===== src/rtl/regfile_arbiter.sv =====
// Two-requester arbiter in front of a single-port register file.
// Round-robin grant with a lock that holds the grant for read-modify-write.
module regfile_arbiter #(
  parameter int DATA_W = 8,
  parameter int ADDR_W = 3
) (
  input  logic              clk,
  input  logic              rst_n,
  input  logic              req0_valid,
  output logic              req0_ready,
  input  logic              req0_we,
  input  logic              req0_lock,
  input  logic [ADDR_W-1:0] req0_addr,
  input  logic [DATA_W-1:0] req0_wdata,
  input  logic              req1_valid,
  output logic              req1_ready,
  input  logic              req1_we,
  input  logic              req1_lock,
  input  logic [ADDR_W-1:0] req1_addr,
  input  logic [DATA_W-1:0] req1_wdata,
  output logic              rsp0_valid,
  output logic [DATA_W-1:0] rsp0_rdata,
  output logic              rsp1_valid,
  output logic [DATA_W-1:0] rsp1_rdata,
  output logic              rf_we,
  output logic [ADDR_W-1:0] rf_addr,
  output logic [DATA_W-1:0] rf_wdata,
  input  logic [DATA_W-1:0] rf_rdata
);

  typedef enum logic [1:0] {RR, LOCK0, LOCK1} state_t;

  state_t state;
  logic   prio;
  logic   gnt0, gnt1;

  // Grants are gated by rst_n so nothing is accepted while reset is held.
  always_comb begin
    gnt0 = 1'b0;
    gnt1 = 1'b0;
    if (rst_n) begin
      unique case (state)
        RR: begin
          if (req0_valid && (!req1_valid || !prio)) gnt0 = 1'b1;
          else if (req1_valid)                      gnt1 = 1'b1;
        end
        LOCK0:   gnt0 = req0_valid;
        LOCK1:   gnt1 = req1_valid;
        default: ;
      endcase
    end
  end

  assign req0_ready = gnt0;
  assign req1_ready = gnt1;

  always_comb begin
    rf_we    = 1'b0;
    rf_addr  = '0;
    rf_wdata = '0;
    if (gnt0) begin
      rf_we    = req0_we;
      rf_addr  = req0_addr;
      rf_wdata = req0_wdata;
    end else if (gnt1) begin
      rf_we    = req1_we;
      rf_addr  = req1_addr;
      rf_wdata = req1_wdata;
    end
  end

  always_ff @(posedge clk or negedge rst_n) begin
    if (!rst_n) begin
      state      <= RR;
      prio       <= 1'b0;
      rsp0_valid <= 1'b0;
      rsp1_valid <= 1'b0;
      rsp0_rdata <= '0;
      rsp1_rdata <= '0;
    end else begin
      rsp0_valid <= gnt0 && !req0_we;
      rsp1_valid <= gnt1 && !req1_we;
      if (gnt0 && !req0_we) rsp0_rdata <= rf_rdata;
      if (gnt1 && !req1_we) rsp1_rdata <= rf_rdata;
      // prio only moves on RR grants and on lock release.
      if (gnt0) begin
        state <= req0_lock ? LOCK0 : RR;
        if (state == RR || !req0_lock) prio <= 1'b1;
      end else if (gnt1) begin
        state <= req1_lock ? LOCK1 : RR;
        if (state == RR || !req1_lock) prio <= 1'b0;
      end
    end
  end

endmodule

===== config.mk =====
export PLATFORM = sky130hd
export DESIGN_NAME = regfile_arbiter
export DESIGN_NICKNAME = d
export VERILOG_FILES = /design/src/rtl/regfile_arbiter.sv
export SDC_FILE = /design/constraint.sdc
export NUM_CORES = 1
export LEC_CHECK = 0
export CAP_MARGIN = 20
export CORE_ASPECT_RATIO = 0.5
export CORE_MARGIN = 2
export CORE_UTILIZATION = 36
export DETAILED_ROUTE_END_ITERATION = 8
export GPL_ROUTABILITY_DRIVEN = 0
export PLACE_DENSITY = 0.92
export SYNTH_ARGS = -nofsm -noshare
export SYNTH_HDL_FRONTEND = slang
export SYNTH_SLANG_ARGS = --single-unit

===== constraint.sdc =====
create_clock -name clk -period 3.8 [get_ports clk]
set_input_delay 0.38 -clock clk [delete_from_list [all_inputs] [get_ports clk]]
set_output_delay 0.38 -clock clk [all_outputs]
set_load 0.005 [all_outputs]

==> results of run 1 <==
-- worst paths after layout --
kind / startpoint / to / slack (ns)
min in group clk: rsp0_rdata[0] / rsp0_rdata[0] / 0.51
setup / recovery: rst_n / rf_we / 0.68
max in group asynchronous: rst_n / rsp0_rdata[7] / 3.19
setup reg to reg: state[1] / rsp0_rdata[6] / 2.11
hold reg to reg: rsp0_rdata[0] / rsp0_rdata[0] / 0.51
hold / removal: rst_n / rsp0_rdata[1] / 0.45
-- per-stage QoR --
step,instances,util,total power (uW),area [sq um]
after floorplan,66,-,562.5,965.9
final,177,0.6850,1011,1760
after global placement,173,0.6675,854.0,1715
after CTS,177,0.6850,1022,1760
after global routing,177,0.6850,1075,1760
after detailed placement,173,0.6675,875.4,1715
-- registers in the layout, summed over array words and instances, names as in the netlist --
signal,flops
prio,1
rsp0_rdata,8
rsp0_valid,1
rsp1_rdata,8
rsp1_valid,1
state,2
-- layout make-up --
| class | count | share of cell area |
|---|---|---|
| Clock buffer | 4 | 0.02559 |
| Tap cell | 37 | 0.02630 |
| Sequential cell | 21 | 0.2985 |
| Inverter | 2 | 0.004264 |
| Timing Repair Buffer | 72 | 0.4051 |
| Multi-Input combinational cell | 41 | 0.2402 |
-- cell families after synthesis --
kind of cell | after synthesis
AO/OA/AOI/OAI | 19
buffers and inverters | 4
flip-flops | 21
multiplexers | 17
AND/OR/NAND/NOR | 5
-- power groups by stage --
stage               sequential, uW  clock [uW]  combinational [uW]
finish                         394         140                 477
global route                   408         154                 512
CTS                            394         145                 483
detailed placement             397           0                 479
global placement               392           0                 462
floorplan                      395           0                 168
-- worst max-delay path: cells and delay by family --
family,cells,cell delay (ns)
buf+inv,3,1.19
simple gates,2,0.90
compound gates,1,0.26
-- cell usage in the layout, fill, tap and decap left out, drive strengths merged --
| cell type | Yosys | final |
|---|---|---|
| a21o | 1 | 1 |
| a21oi | 2 | 2 |
| a22o | 12 | 12 |
| a311oi | 1 | 1 |
| a31oi | 1 | 1 |
| buf | 2 | 3 |
| clkbuf | 0 | 4 |
| clkdlybuf4s50 | 0 | 69 |
| dfrtp | 21 | 21 |
| inv | 2 | 2 |
| mux2 | 17 | 17 |
| nand3b | 2 | 2 |
| nor2 | 1 | 1 |
| nor3 | 1 | 1 |
| nor3b | 1 | 1 |
| o22a | 2 | 2 |
-- layer usage --
layer,wire length [um],up-vias,part of all wire,global-route usage
li1,-,403,-,-
met1,1104,439,0.38,0.1981
met2,1553,28,0.54,0.3565
met3,146,8,0.051,0.04626
met4,66,0,0.023,0.09375
met5,0,-,0,0
==> run_results.csv, run 1 <==
group,metric,value,unit
timing,tns,0,ns
clock_network,cts_made_buffers,3,
worst_setup_path,cpMostUsedCell,"clkdlybuf4s50_1",
cells_and_area,drive_gt1_frac,0.1929,
timing,slew_headroom,0.4065,
clock_network,cts_tree,"done",
worst_setup_path,cpMaxStageDelayCell,"nor2_1",
global_route,grt_first_pass_wirelength,4250,um
global_route,grt_usage,0.1818,
worst_setup_path,crit_chain,"clkdlybuf4s50_1 > buf_4 > nand3b_2 > nor2_1 > a22o_1 > clkdlybuf4s50_1",
synth,ys.warnings.count,0,
cells_and_area,seqCellArea,525.5,sq um
die,initial_core_util,0.3759,
place,place_hpwl,2246,um
synth,synth_xor_area_frac,0,
synth,synth_compound_area_frac,0.1788,
global_route,grt_overflow,0,
synth,synth_seq_cells,21,
clock_network,cts-resized-gates,0,
timing,tightest_slew,0.8870,ns
synth,syn_avg_cell_area,14.64,sq um
pwr,pwr-share-clk,0.139,
detailed_routing,vias,878,
clock_network,clk_root_buffer_cell,"clkbuf_8",
die,die_h,40.63,um
detailed_routing,firstDrtPassIters,3,
worst_setup_path,required,3.42,ns
detailed_routing,via_per_inst,4.960,
synth,synth_cell_types,15,
clock_network,htree_levels,1,
worst_setup_path,rr_worst_depth,3,
cells_and_area,area_delta_synth_final,82.25,%
synth,synth-edff-count,0,
synth,synth_common_cells,"21 x dfrtp_1, 17 x mux2_2, 12 x a22o_1",
worst_hold_path,hp-class,"in -> async",
timing,setup_ws,0.6825,ns
synth,synth_adder_area_share,0,
timing,rsz0062_at_grt,"false",
detailed_routing,drt-initial-drc-count,14,
clock_network,clkTransAtPathRegs,0.07,ns
place,numPortBuffers,69,
synth,syn_nets,104,
timing,hold_violations,0,
pwr,power_frac_comb,0.472,
worst_setup_path,worstSetupPathType,"in -> out",
die,rows,13,
clock_network,clk_latency,0.25,ns
cells_and_area,layout.nets,179,
timing,slew_violations,0,
detailed_routing,drcViolationCount,0,
pwr,power_leakage,0.0007189,uW
pwr,seqPwrFrac,0.389,
worst_setup_path,cp_max_fo,13,
detailed_routing,wl_per_cell,16.22,um
cells_and_area,nFillCells,221,
synth,synth_top_flop_cell,"dfrtp_1",
place,dp_slack,0.7189,ns
synth,synth-simple-area-share,0.06088,
die,core-area,2570,sq um
timing,final.min_clock_period,3.117,ns
detailed_routing,drtAntennaViolNets,0,
clock_network,clock-sinks,21,
synth,synthArstFlopShare,1.000,
die,dieWidth,77.26,um
synth,synthMuxAreaShare,0.1982,
pwr,p_switching,278.1,uW
pwr,max-vdd-ir-drop,448.3,uV
global_route,first_global_vias,882,
synth,ys_seq_area_frac,0.5440,
cells_and_area,multiInputGateArea,422.9,sq um
clock_network,postCtsSetupBuffers,0,
pwr,swShare,0.2752,
timing,holdWs,0.4470,ns
synth,yosys.area.top_type,"dfrtp_1",
synth,synth_most_common_cell,"dfrtp_1",
clock_network,clock_path_buffers,2,
synth,synth_area,965.9,sq um
global_route,grt_start_max_net_pins,15,
worst_setup_path,max_stage_delay,0.73,ns
detailed_routing,routed_wl,2871,um
worst_setup_path,cp.arrival,2.74,ns
synth,synth_top_family_by_area,"multiplexers",
timing,setup_viol,0,
pwr,intPower,732.7,uW
cells_and_area,diodes,0,
synth,yosys-top-cells-area,"dfrtp_1 54%, mux2_2 20%, a22o_1 11%",
clock_network,cts_hold_buf,0,
worst_setup_path,end_kind,"output port",
pwr,power_per_cell_area,574.2,nW/um^2
die,die_area,3138,sq um
worst_setup_path,start_kind,"primary input",
timing,fin_crit_sh,0.8204,
die,ios,70,
run_status,status,"completed",
timing,max_freq,320.8,MHz
synth,netlist_instances,66,
timing,clock_skew,0.002849,ns
synth,synth_top_area_share,0.5440,
global_route,antenna_found_initial,0,
job,cap_violations,0,
Note: power is estimated with default switching activity, not from simulation.
==> inputs of run 2 (changes only) <==
Settings changed: CORE_UTILIZATION 36 to 30, PLACE_DENSITY 0.92 to 0.82.
Clock period 3.8 ns to 2.6 ns, I/O delays scaled along.
==> run_results.csv, run 2 (synthesis results as in run 1) <==
group,metric,value,unit
timing,holdWs,0.2702,ns
detailed_routing,firstDrtPassIters,4,
worst_setup_path,cp_max_fo,10,
timing,slew_violations,0,
global_route,first_global_vias,909,
cells_and_area,area_delta_synth_final,84.20,%
worst_setup_path,reg2reg_to,"rsp1_rdata[6]",
clock_network,clk_root_buffer_cell,"clkbuf_8",
global_route,antenna_found_initial,0,
worst_setup_path,end_kind,"output port",
worst_setup_path,cp.depth,6,
worst_setup_path,cpMaxStageDelayCell,"clkdlybuf4s50_1",
timing,max_freq,423.1,MHz
cells_and_area,reg_top3,"rsp0_rdata: 8 flops, rsp1_rdata: 8 flops, state: 2 flops",
global_route,grt_overflow,0,
cells_and_area,diodes,0,
detailed_routing,wl_per_cell,13.87,um
detailed_routing,drtAntennaViolNets,0,
timing,final.min_clock_period,2.364,ns
global_route,grt_start_max_net_pins,19,
timing,clock_skew,0.001435,ns
die,initial_core_util,0.3187,
worst_setup_path,rr_worst_depth,3,
worst_setup_path,reg2reg_from,"state[0]",
worst_setup_path,crit_chain,"clkdlybuf4s50_1 > nand3b_4 > a31oi_1 > buf_4 > a22o_1 > clkdlybuf4s50_1",
place,place_hpwl,1994,um
timing,tns,0,ns
worst_setup_path,required,2.34,ns
timing,hold_violations,0,
cells_and_area,drive_gt1_frac,0.2042,
clock_network,cts_tree,"done",
timing,rsz0062_at_grt,"false",
worst_setup_path,r2r_slack,0.93,ns
clock_network,clk_latency,0.25,ns
worst_setup_path,cp.arrival,2.10,ns
cells_and_area,layout_common_cells,"69 x clkdlybuf4s50_1, 21 x dfrtp_1, 17 x mux2_2",
timing,tightest_slew,0.5936,ns
global_route,grt_usage,0.1435,
die,rows,14,
clock_network,htree_levels,1,
clock_network,cts_made_buffers,3,
die,dieWidth,84.25,um
job,cap_violations,0,
run_status,status,"completed",
detailed_routing,routed_wl,2524,um
worst_setup_path,worstSetupPathType,"in -> out",
pwr,max-vdd-ir-drop,436.2,uV
die,die_h,44.13,um
worst_setup_path,max_stage_delay,0.66,ns
pwr,power_per_cell_area,820.7,nW/um^2
detailed_routing,via_per_inst,4.709,
clock_network,postCtsSetupBuffers,0,
worst_setup_path,critPathTopFamily,"buffers and inverters",
place,numPortBuffers,69,
worst_hold_path,hp-class,"in -> async",
detailed_routing,drcViolationCount,0,
worst_setup_path,start_kind,"primary input",
timing,slew_headroom,0.6043,
worst_setup_path,critPathBufInv,3,
clock_network,clock_path_buffers,2,
cells_and_area,layout.nets,181,
die,ios,70,
clock_network,clock-sinks,21,
worst_setup_path,cpMostUsedCell,"clkdlybuf4s50_1",
clock_network,clkTransAtPathRegs,0.07,ns
die,core-area,3030,sq um
cells_and_area,final_common_cell,"clkdlybuf4s50_1",
clock_network,cts-resized-gates,0,
global_route,grt_first_pass_wirelength,4195,um
die,die_area,3717,sq um
timing,fin_crit_sh,0.9091,
detailed_routing,drt-initial-drc-count,20,
timing,setup_viol,0,
detailed_routing,vias,857,
pwr,power_leakage,0.0007300,uW
clock_network,cts_hold_buf,0,
run 2: changes by cell type in the layout (fill, tap and decap cells not counted), sizes merged:
cell | previous run | this run
buf | 3 | 5
run 2: final cells by class:
cell class / instances / area, sq um
Inverter: 2 / 7.507
Timing Repair Buffer: 74 / 728.2
Fill cell: 251 / 1251
Sequential cell: 21 / 525.5
Multi-Input combinational cell: 41 / 422.9
Clock buffer: 4 / 45.04
Tap cell: 40 / 50.05
run 2: per-layer routing:
| layer | wire length, um | up-vias | GRT usage |
|---|---|---|---|
| li1 | - | 409 | - |
| met1 | 1050 | 407 | 0.1739 |
| met2 | 1221 | 39 | 0.2556 |
| met3 | 230 | 2 | 0.04478 |
| met4 | 23 | 0 | 0.03871 |
| met5 | 0 | - | 0 |
run 2: per-stage QoR:
step	power, uW	area (sq um)	util	worst slack, ns	std cells
4_1_cts	1484	1779	0.5871	0.2076	182
2_1_floorplan	822.1	965.9	-	1.030	66
3_3_place_gp	1265	1734	0.5723	0.2333	178
3_5_place_dp	1281	1734	0.5723	0.2191	178
5_1_grt	1564	1779	0.5871	0.09795	182
6_report	1460	1779	0.5871	0.2364	182
run 2: worst max path at each step:
| stage | start | endpoint | slack [ns] |
|---|---|---|---|
| floorplan | state[1] | rf_addr[0] | 1.03 |
| global placement | rst_n | rf_we | 0.23 |
| detailed placement | rst_n | rf_wdata[3] | 0.22 |
| CTS | rst_n | rf_we | 0.21 |
| global route | rst_n | rf_we | 0.1 |
| finish | rst_n | rf_wdata[3] | 0.24 |
run 2: power by group:
| group | switching (uW) | internal, uW | leakage [uW] | total, uW |
|---|---|---|---|---|
| Clock | 88.7 | 109 | 0.0000228 | 197 |
| Combinational | 201 | 494 | 0.000452 | 695 |
| Sequential | 90.1 | 478 | 0.000255 | 568 |
| Total | 380 | 1080 | 0.000730 | 1460 |
==> edit: new RTL, config.mk and constraints of run 2 <==
Set the parameter `ADDR_W` to 4 (it was 3).
--- a/src/rtl/regfile_arbiter.sv
+++ b/src/rtl/regfile_arbiter.sv
@@ -2,7 +2,7 @@
 // Round-robin grant with a lock that holds the grant for read-modify-write.
 module regfile_arbiter #(
   parameter int DATA_W = 8,
-  parameter int ADDR_W = 3
+  parameter int ADDR_W = 4
 ) (
   input  logic              clk,
   input  logic              rst_n,
Ports: changed (resized req0_addr, req1_addr and rf_addr); port bits go from 70 to 73. The function was not compared with the original's and may differ.
==> edit against run 2 <==
- clock power rose by 9.6%
- fmax rose by 2.5%
- design area rose by 2.7%
- synthesized area rose by 1.6%
- worst setup slack improved by 0.059 ns
- via count rose by 3.0%
- non-clock buffer count rose by 3
- utilization rose by 0.92 points
- sequential cell count did not move
- combinational power rose by 2%
- power rose by 2.5%
- routed wire length rose by 4.1%
- sequential share of layout area fell by 0.79 points
- synthesized cell count rose by 1.5%
==> edit: results (changes against run 2) <==
metric;value;unit;change
status;completed;;
DRT iter0 DRCs;10;;-50%
Max VDD drop;432;uV;-0.88%
pre-CTS WS;0.281;ns;+0.0621 ns
share of layout cells above drive strength 1;21.2;%;+0.81 points
Max FO, Critical Path;16;;+6
WP data arrival;2.04;ns;-0.06 ns
largest net degree at the start of global routing;22;;+3
HP Class;reg -> reg;;
Static Leak;0.744;nW;+1.9%
most common library cells after synthesis;21 x dfrtp_1, 17 x mux2_2, 13 x a22o_1;;
met3 WL post-DR;162;um;-30%
GRT met1 Usage;16.1;%;-1.3 points
vias in the first global route;867;;-4.6%
drt total wl;2630;um;+4.1%
critical path's largest stage delay;0.58;ns;-0.08 ns
DRT Pass-1 Iters;3;;-1
Worst Skew;0.00295;ns;+0.00151 ns
Synth Net Count;107;;+2.9%
I/O Buffers;72;;+4.3%
fillers;262;;+4.4%
largest cells by area after synthesis;dfrtp_1 54%, mux2_2 20%, a22o_1 12%, a311oi_4 2.7%, nand3b_4 2.0%;;
Async SR Flop Fraction;100;%;unchanged
global-route wire length before repair;4110;um;-2.0%
GRT met2 Usage;26.3;%;+0.74 points
DR vias/cell;4.75;;+0.82%
Post-DP HPWL;2170;um;+8.7%
Nets;187;;+3.3%
Worst slew margin;59.9;%;-0.48 points
metal1 wirelength;1080;um;+3.0%
[edit: final cells by class]
type                    instances  share of cell area (%)
clock buffers                   3                    2.26
inverters                       2                   0.411
multi-input cells              42                    24.0
flip-flops and latches         21                    28.7
clock inverters                 1                   0.411
well taps                      40                    2.74
repair buffers                 77                    41.5
[edit: stage by stage]
step                instance area [um^2]  cells  utilization (%)
global route                        1830    186             59.6
finish                              1830    186             59.6
CTS                                 1830    186             59.6
floorplan                            981     67                -
global placement                    1780    182             58.0
detailed placement                  1780    182             58.0
[edit: logic make-up after synthesis]
family / share of synthesized area, %
flip-flops: 53.6
AO/OA/AOI/OAI: 19.1
multiplexers: 19.5
AND/OR/NAND/NOR: 6.00
buffers and inverters: 1.79
[edit: path summary, 6_finish.rpt]
check	startpoint	endpoint	slack [ns]	cells past startpoint
hold reg to reg	rsp0_rdata[4]$_DFFE_PN0P_	rsp0_rdata[4]$_DFFE_PN0P_	0.51	1
hold / removal	rsp0_rdata[4]$_DFFE_PN0P_	rsp0_rdata[4]$_DFFE_PN0P_	0.51	1
max in group asynchronous	rst_n	rsp0_valid$_DFF_PN0_	1.86	2
setup / recovery	rst_n	rf_we	0.30	6
setup reg to reg	state[0]$_DFFE_PN0P_	rsp1_rdata[1]$_DFFE_PN0P_	0.93	3
min in group asynchronous	rst_n	rsp0_rdata[2]$_DFFE_PN0P_	0.53	2
[edit: power by group]
group,internal (W),leakage [nW],switching (W)
Clock,0.000108,0.0217,0.000108
Sequential,0.000477,0.255,0.0000929
Combinational,0.000504,0.467,0.000207
[edit: worst register-to-register path, stage by stage, from the launching register on]
cell      delay, ns
dfrtp_1        0.41
nand3b_2       0.29
nor3_4         0.46
mux2_2         0.40
